File: src/rtl/dbus_pkg.sv
// -----------------------------------------------------------------------------
// dbus_pkg
// Shared definitions for the CPU data-bus responder slice:
//   - responder FSM state encoding
//   - default read data returned on a timed-out access
//   - region base addresses of the data-bus map
//   - helper to extract the device word address from a CPU byte address
// No ports (package).
// -----------------------------------------------------------------------------
package dbus_pkg;

  typedef enum logic [1:0] {
    ST_IDLE = 2'd0,
    ST_REQ  = 2'd1,
    ST_DONE = 2'd2
  } dbus_state_t;

  localparam logic [31:0] DBUS_ERR_DATA = 32'hDEADBEEF;

  // Region bases of the data-bus map, as decoded upstream.
  localparam logic [31:0] DBUS_BASE_RAM    = 32'h8000_0000;
  localparam logic [31:0] DBUS_BASE_BOOT   = 32'hBFC0_0000;
  localparam logic [31:0] DBUS_BASE_PERIPH = 32'hBFC0_9000;
  localparam logic [31:0] DBUS_BASE_SDC    = 32'hBFC0_A000;

  // Byte address -> device word address (drops the two byte-lane bits).
  function automatic logic [29:0] dbus_word_addr(input logic [31:0] byte_addr);
    return byte_addr[31:2];
  endfunction

endpackage

File: src/rtl/dbus_timeout_ctr.sv
// -----------------------------------------------------------------------------
// dbus_timeout_ctr
// Down-counting request timer. Loaded with TIMEOUT-1 on clear, decrements
// while enabled, and flags expiry in the enabled cycle it sits at zero, so
// expiry lands in the TIMEOUT-th enabled cycle after a clear.
// Ports:
//   clk       in  clock
//   rst       in  synchronous active-high reset
//   clr_i     in  reload the counter (entry to the timed phase)
//   en_i      in  count enable (timed phase active)
//   expire_o  out terminal count reached while enabled
// -----------------------------------------------------------------------------
module dbus_timeout_ctr #(
  parameter int TIMEOUT = 255
) (
  input  logic clk,
  input  logic rst,
  input  logic clr_i,
  input  logic en_i,
  output logic expire_o
);

  localparam int CNT_W = $clog2(TIMEOUT + 1);
  localparam logic [CNT_W-1:0] CNT_LOAD = CNT_W'(TIMEOUT - 1);

  logic [CNT_W-1:0] cnt_q;

  always_ff @(posedge clk) begin
    if (rst || clr_i) begin
      cnt_q <= CNT_LOAD;
    end else if (en_i && (cnt_q != '0)) begin
      cnt_q <= cnt_q - 1'b1;
    end
  end

  assign expire_o = en_i && (cnt_q == '0);

endmodule

File: src/rtl/dbus_responder_bridge.sv
// -----------------------------------------------------------------------------
// dbus_responder_bridge
// Slave-side responder for the CPU data bus. Each decoded access (en) is
// turned into one req/ack handshake toward a slow device; the CPU is stalled
// with nak while the handshake is outstanding.
//
// Optional feature: define DBUS_RESP_TIMEOUT_EN to build a request timer.
// After TIMEOUT cycles in REQ without dev_ack the access is force-completed
// (reads return ERR_DATA) and the sticky err flag is set. Without the macro
// REQ waits indefinitely and err stays 0.
//
// Ports:
//   clk, rst            clock, synchronous active-high reset
//   en                  region enable from the bus decoder
//   addr, we, be, wdata CPU access (byte address, write, byte lanes, data)
//   rdata               read data to the decoder mux
//   nak                 stall, high while in REQ
//   dev_req             device request, held until ack (or timeout)
//   dev_we, dev_be      latched write strobe / byte enables
//   dev_addr            latched word address addr[ADDR_W+1:2]
//   dev_wdata           latched write data
//   dev_ack, dev_rdata  device completion pulse and read data
//   err, err_clr        sticky timeout flag and its clear
// -----------------------------------------------------------------------------
module dbus_responder_bridge
  import dbus_pkg::*;
#(
  parameter int          ADDR_W   = 12,
  parameter int          TIMEOUT  = 255,
  parameter logic [31:0] ERR_DATA = DBUS_ERR_DATA
) (
  input  logic              clk,
  input  logic              rst,
  input  logic              en,
  input  logic [31:0]       addr,
  input  logic              we,
  input  logic [3:0]        be,
  input  logic [31:0]       wdata,
  output logic [31:0]       rdata,
  output logic              nak,
  output logic              dev_req,
  output logic              dev_we,
  output logic [3:0]        dev_be,
  output logic [ADDR_W-1:0] dev_addr,
  output logic [31:0]       dev_wdata,
  input  logic              dev_ack,
  input  logic [31:0]       dev_rdata,
  output logic              err,
  input  logic              err_clr
);

  if (TIMEOUT < 1) begin : g_bad_timeout
    $error("dbus_responder_bridge: TIMEOUT must be at least 1");
  end

  dbus_state_t       state_q;
  logic [31:0]       rdata_q;
  logic              dev_req_q;
  logic              dev_we_q;
  logic [3:0]        dev_be_q;
  logic [ADDR_W-1:0] dev_addr_q;
  logic [31:0]       dev_wdata_q;
  logic              err_q;

  logic              accept;
  logic              in_req;
  logic              tmo_expire;
  logic [29:0]       word_addr;
  logic              unused_addr_bits;

  assign word_addr        = dbus_word_addr(addr);
  assign unused_addr_bits = ^word_addr[29:ADDR_W] ^ ^addr[1:0];

  // A new access is taken from IDLE and also straight out of DONE, which is
  // what gives back-to-back accesses a single non-stalled cycle between them.
  assign in_req = (state_q == ST_REQ);
  assign accept = en && !in_req;

`ifdef DBUS_RESP_TIMEOUT_EN
  dbus_timeout_ctr #(
    .TIMEOUT (TIMEOUT)
  ) u_timeout_ctr (
    .clk      (clk),
    .rst      (rst),
    .clr_i    (accept),
    .en_i     (in_req),
    .expire_o (tmo_expire)
  );
`else
  assign tmo_expire = 1'b0;
`endif

  always_ff @(posedge clk) begin
    if (rst) begin
      state_q     <= ST_IDLE;
      rdata_q     <= '0;
      dev_req_q   <= 1'b0;
      dev_we_q    <= 1'b0;
      dev_be_q    <= '0;
      dev_addr_q  <= '0;
      dev_wdata_q <= '0;
      err_q       <= 1'b0;
    end else begin
      // Clear first; a timeout in the same cycle overrides it below.
      if (err_clr) begin
        err_q <= 1'b0;
      end
      case (state_q)
        ST_IDLE, ST_DONE: begin
          if (en) begin
            dev_we_q    <= we;
            dev_be_q    <= be;
            dev_addr_q  <= word_addr[ADDR_W-1:0];
            dev_wdata_q <= wdata;
            dev_req_q   <= 1'b1;
            state_q     <= ST_REQ;
          end else begin
            state_q     <= ST_IDLE;
          end
        end
        ST_REQ: begin
          // Bus inputs are deliberately not looked at here: the CPU holds
          // them stable during the stall.
          if (dev_ack) begin
            dev_req_q <= 1'b0;
            if (!dev_we_q) begin
              rdata_q <= dev_rdata;
            end
            state_q   <= ST_DONE;
          end else if (tmo_expire) begin
            dev_req_q <= 1'b0;
            if (!dev_we_q) begin
              rdata_q <= ERR_DATA;
            end
            err_q     <= 1'b1;
            state_q   <= ST_DONE;
          end
        end
        default: begin
          dev_req_q <= 1'b0;
          state_q   <= ST_IDLE;
        end
      endcase
    end
  end

  assign nak       = in_req;
  assign rdata     = rdata_q;
  assign dev_req   = dev_req_q;
  assign dev_we    = dev_we_q;
  assign dev_be    = dev_be_q;
  assign dev_addr  = dev_addr_q;
  assign dev_wdata = dev_wdata_q;
  assign err       = err_q;

endmodule
File: config.mk
export PLATFORM = sky130hd
export DESIGN_NAME = dbus_responder_bridge
export DESIGN_NICKNAME = d
export VERILOG_FILES = /design/src/rtl/dbus_pkg.sv /design/src/rtl/dbus_timeout_ctr.sv /design/src/rtl/dbus_responder_bridge.sv
export SDC_FILE = /design/constraint.sdc
export NUM_CORES = 1
export LEC_CHECK = 0
export ABC_AREA = 1
export CORE_UTILIZATION = 40
export CTS_BUF_LIST = sky130_fd_sc_hd__clkbuf_16
export DETAILED_ROUTE_END_ITERATION = 8
export PLACE_DENSITY = 0.86
export SYNTH_ARGS = -nofsm -noshare
export SYNTH_HDL_FRONTEND = slang
export SYNTH_HIERARCHICAL = 1
export SYNTH_SLANG_ARGS = --single-unit
File: constraint.sdc
create_clock -name clk -period 2.4 [get_ports clk]
set_clock_uncertainty 0.2 [all_clocks]
set_input_delay 0.48 -clock clk [delete_from_list [all_inputs] [get_ports clk]]
set_output_delay 0.48 -clock clk [all_outputs]
set_load 0.005 [all_outputs]
; Word level (Yosys, flattened, before mapping)
; Index checks and enable logic that the tools add are counted.
[totals]
register_bits = 84
latchBits = 0
ram_bits = 0
rom_bits = 0
inputBits = 106
output_inout_bits = 84
word_cells = 23
mem_count = 0
[classes]
n_addsub = 0
multipliers = 0
div = 0
magnitude_cmp = 0
n_eq_ne = 4
shift = 0
n_mux = 6
n_bitwise = 1
reduce_logical = 5
[op_table]
columns = cell, n
row1 = case mux 2 bit (2 select lines), 1
row2 = AND reduction 2 bit, 2
row3 = 2-to-1 mux 1 bit, 3
row4 = AND reduction 3 bit, 1
row5 = == test 2 x 1 -> 1 bit (second input constant), 1
row6 = == test 2 bit (second input constant), 1
row7 = zero test 2 bit, 1
row8 = 2-to-1 mux 2 bit, 1
row9 = inequality test 2 x 1 -> 1 bit (second input constant), 1
row10 = inequality test 2 bit (second input constant), 1
row11 = case mux 1 bit (2 select lines), 1
row12 = OR reduction 2 bit, 1
row13 = inverter 1 bit, 1

; Logic depth before layout (Yosys ltp)
[logic_depth]
ltp_word = 4
depth_mapped = 7
ltp_nobuf = 5

; Worst setup path before layout
; No wires, ideal clock.
[synth_path]
path_type = register -> output
start = reg state_q[0]
end = out nak
arrival_ps = 699
path_slack_ps = 1021
path_stages_with_launch = 4
path_cell_list = dfxtp_1 > inv_2 > nor2_4 > buf_4
[synth_via]
elab_chain_len = 1
[synth_rtl]
columns = item, line
row1 = from (decl), dbus_responder_bridge.sv:56  ; dbus_state_t state_q;
row2 = from (signal assigned), dbus_responder_bridge.sv:95  ; state_q <= ST_IDLE;
row3 = from (signal assigned), dbus_responder_bridge.sv:116  ; state_q <= ST_REQ;
row4 = from (signal assigned), dbus_responder_bridge.sv:118  ; state_q <= ST_IDLE;
row5 = == test 2 x 1 -> 1 bit, dbus_responder_bridge.sv:76  ; assign in_req = (state_q == ST_REQ);
row6 = to (decl), dbus_responder_bridge.sv:40  ; output logic nak,
; Every way passes these cells.

; Worst setup path after layout
; Ends and elaborated chain as after synthesis.

==> results.json <==
{
  "grt_pass1_wl_mm": 14.2,
  "die-height_um": 91.7,
  "rsz0062_at_grt": "false",
  "ctsHoldBuffers": 0,
  "synth_area_per_cell_sq_um": 7.36,
  "cts_resized": 0,
  "critPathTopFamily": "buffers and inverters",
  "reg2reg_from": "state_q[0]",
  "status": "finished clean",
  "io_buffer_count": 167,
  "yosys_warnings": 6,
  "worstSetupPathType": "register to output port",
  "worst-path-buf-inv": 2,
  "ys_types": 19,
  "via_per_inst": 4.63,
  "synth-seq-cells": 84,
  "syn_nets": 543,
  "synth_xor_area_frac": 0,
  "synth_top_family_by_area": "simple AND/OR/NAND/NOR gates",
  "crit_arrival_ps": 1370,
  "synth_compound_area_frac": 0.0825,
  "max_freq_ghz": 0.487,
  "numCtsBuffers": 9,
  "grt_antenna_before_repair": 0,
  "crit_end": "nak",
  "yosys.area_share.adder": 0,
  "crit_chain": "inv_2 > nor2_4 > clkdlybuf4s50_1",
  "worstSetupEndpointType": "output port",
  "dieWidth_um": 91.7,
  "tritoncts": "yes",
  "cpMaxStageDelayCell": "clkdlybuf4s50_1",
  "fin_util": 0.670,
  "area.growth.synth_to_final_pct": 61.8,
  "clk_latency_ps": 320,
  "hold_viol": 0,
  "setup_viol": 0,
  "start_kind": "register",
  "initial_utilization": 0.414,
  "r2r_slack_ps": 950,
  "wl_per_cell_um": 12.3,
  "hpwlAfterDp_mm": 6.32,
  "cp.required_ps": 1720,
  "max_stage_delay_ps": 520,
  "critPathMaxFanout": 3,
  "gp_congestion": 0.746,
  "fin_crit_sh": 0.856,
  "synth_mux_area_frac": 0,
  "drc_errors": 0,
  "hold_ws_ps": 278,
  "fillers": 639,
  "clock_path_buffers": 2,
  "core_region_area_sq_um": 7770,
  "cap_violations": 0,
  "p_leak_nw": 2.20,
  "r2r-end": "dev_wdata[24]",
  "r2r_cells": 6,
  "grt_max_degree": 42,
  "layout.nets": 702,
  "report.final.slew_viol_count": 0,
  "drive_gt1_frac": 0.0532,
  "rows": 32,
  "antenna_cells": 0,
  "grt_pass1_vias": 3142,
  "synth_cells": 437,
  "ctsRootBufferMaster": "clkbuf_16",
  "multiInputGateArea_sq_um": 1210,
  "synth-simple-area-share": 0.293,
  "tns_ps": 0,
  "antenna_left": 0,
  "h-tree-depth": 3,
  "seqCellArea_sq_um": 1680,
  "ys_seq_area_frac": 0.523,
  "die_area_sq_um": 8400,
  "grt.overflow.total": 0,
  "wirelength_mm": 8.68,
  "worstSetupStartpoint": "state_q[0]",
  "cts.clk_slew.worst_paths_ps": 60,
  "crit_cells": 3,
  "grtUsageTotal": 0.212,
  "clock_sinks": 84,
  "drt_iter0_drc": 129,
  "post_cts_buffers": 0,
  "power.density_nw_per_um2": 650,
  "drt-pass1-iter-count": 4,
  "syn-cell-area_sq_um": 3220,
  "io_pins": 190,
  "hold_class": "register to register",
  "irDropWorstVdd_uv": 370,
  "vias": 3254,
  "min_period_ps": 2050
}
## kinds of logic (layout without fill, tap and decap cells)
logic type,count (synthesis),in the layout
buf+inv,66,230
simple gates,233,233
flops,84,84
compound gates,53,53
other cells,1,1
## flip-flops by register name, indices dropped and copies added (netlist names)
register   cells
dev_be         4
dev_addr      12
dev_req        1
dev_wdata     32
rdata         32
state_q        2
dev_we         1
## how the worst min path moves through the flow
stage / start / to / depth (start not counted)
final: dev_addr[4] / dev_addr[4] / 2
after global placement: dev_addr[1] / dev_addr[1] / 2
after floorplan: dev_addr[10] / dev_addr[10] / 2
after global routing: dev_addr[4] / dev_addr[4] / 2
after CTS: rdata[7] / rdata[7] / 2
after detailed placement: rdata[7] / rdata[7] / 2
## layer usage
layer  wire length [um]  GRT usage  vias up
li1                   -          -     1654
met1               3490      0.242     1448
met2               4180      0.360      135
met3                806     0.0688       17
met4                200     0.0939        0
met5                  0          0        -
## tightest hold or removal path, cell delays in order (launching register included)
cell and delay (ps):
dfxtp_1 320, nor2_1 50, nor2_1 80
## cell usage after synthesis
| library cell | n | share of area |
|---|---|---|
| nor2_1 | 161 | 0.19 |
| dfxtp_1 | 84 | 0.52 |
| o21ai_0 | 50 | 0.078 |
| inv_1 | 34 | 0.040 |
| nand2_1 | 34 | 0.040 |
| nand3_1 | 32 | 0.050 |
| buf_2 | 8 | 0.012 |
| clkbuf_1 | 8 | 0.0093 |
| buf_4 | 7 | 0.016 |
| buf_6 | 5 | 0.018 |
| a21oi_1 | 3 | 0.0047 |
| inv_2 | 3 | 0.0035 |
| nor2_4 | 2 | 0.0070 |
| clkinv_1 | 1 | 0.0012 |
| conb_1 | 1 | 0.0012 |
| nand2_2 | 1 | 0.0019 |
| nand2_4 | 1 | 0.0035 |
| nor2_2 | 1 | 0.0019 |
| nor3_1 | 1 | 0.0016 |
## cell usage in the layout (no fill, tap or decap), drive strengths merged
cell	synthesis	routed
nor3	1	1
clkdlybuf4s50	0	167
conb	1	1
nand3	32	32
nor2	164	164
buf	20	9
inv	37	39
clkbuf	8	9
dfxtp	84	84
o21ai	50	50
a21oi	3	3
clkinv	1	5
nand2	36	36
clkinvlp	0	1
## report_power, final
part	switching, mW	internal (mW)	total [mW]
sequential	0.0507	1.50	1.55
clock	0.513	0.685	1.20
combinational	0.258	0.377	0.634
total	0.821	2.56	3.38
## per-stage QoR
step | setup WS (ps) | std cells | power (mW) | area [sq um]
after global routing | 289 | 703 | 3.55 | 5200
after global placement | 397 | 687 | 2.19 | 4940
after detailed placement | 368 | 687 | 2.22 | 4940
after CTS | 332 | 703 | 3.42 | 5200
after floorplan | 1020 | 437 | 1.83 | 3220
final | 345 | 703 | 3.38 | 5200
## final cells by class
cell class	instances	area share
clock buffers	9	0.0433
clock inverters	7	0.00674
inverters	38	0.0274
multi-input cells	287	0.233
flip-flops and latches	84	0.323
well taps	102	0.0245
repair buffers	176	0.342
(Power assumes the default switching activity.)
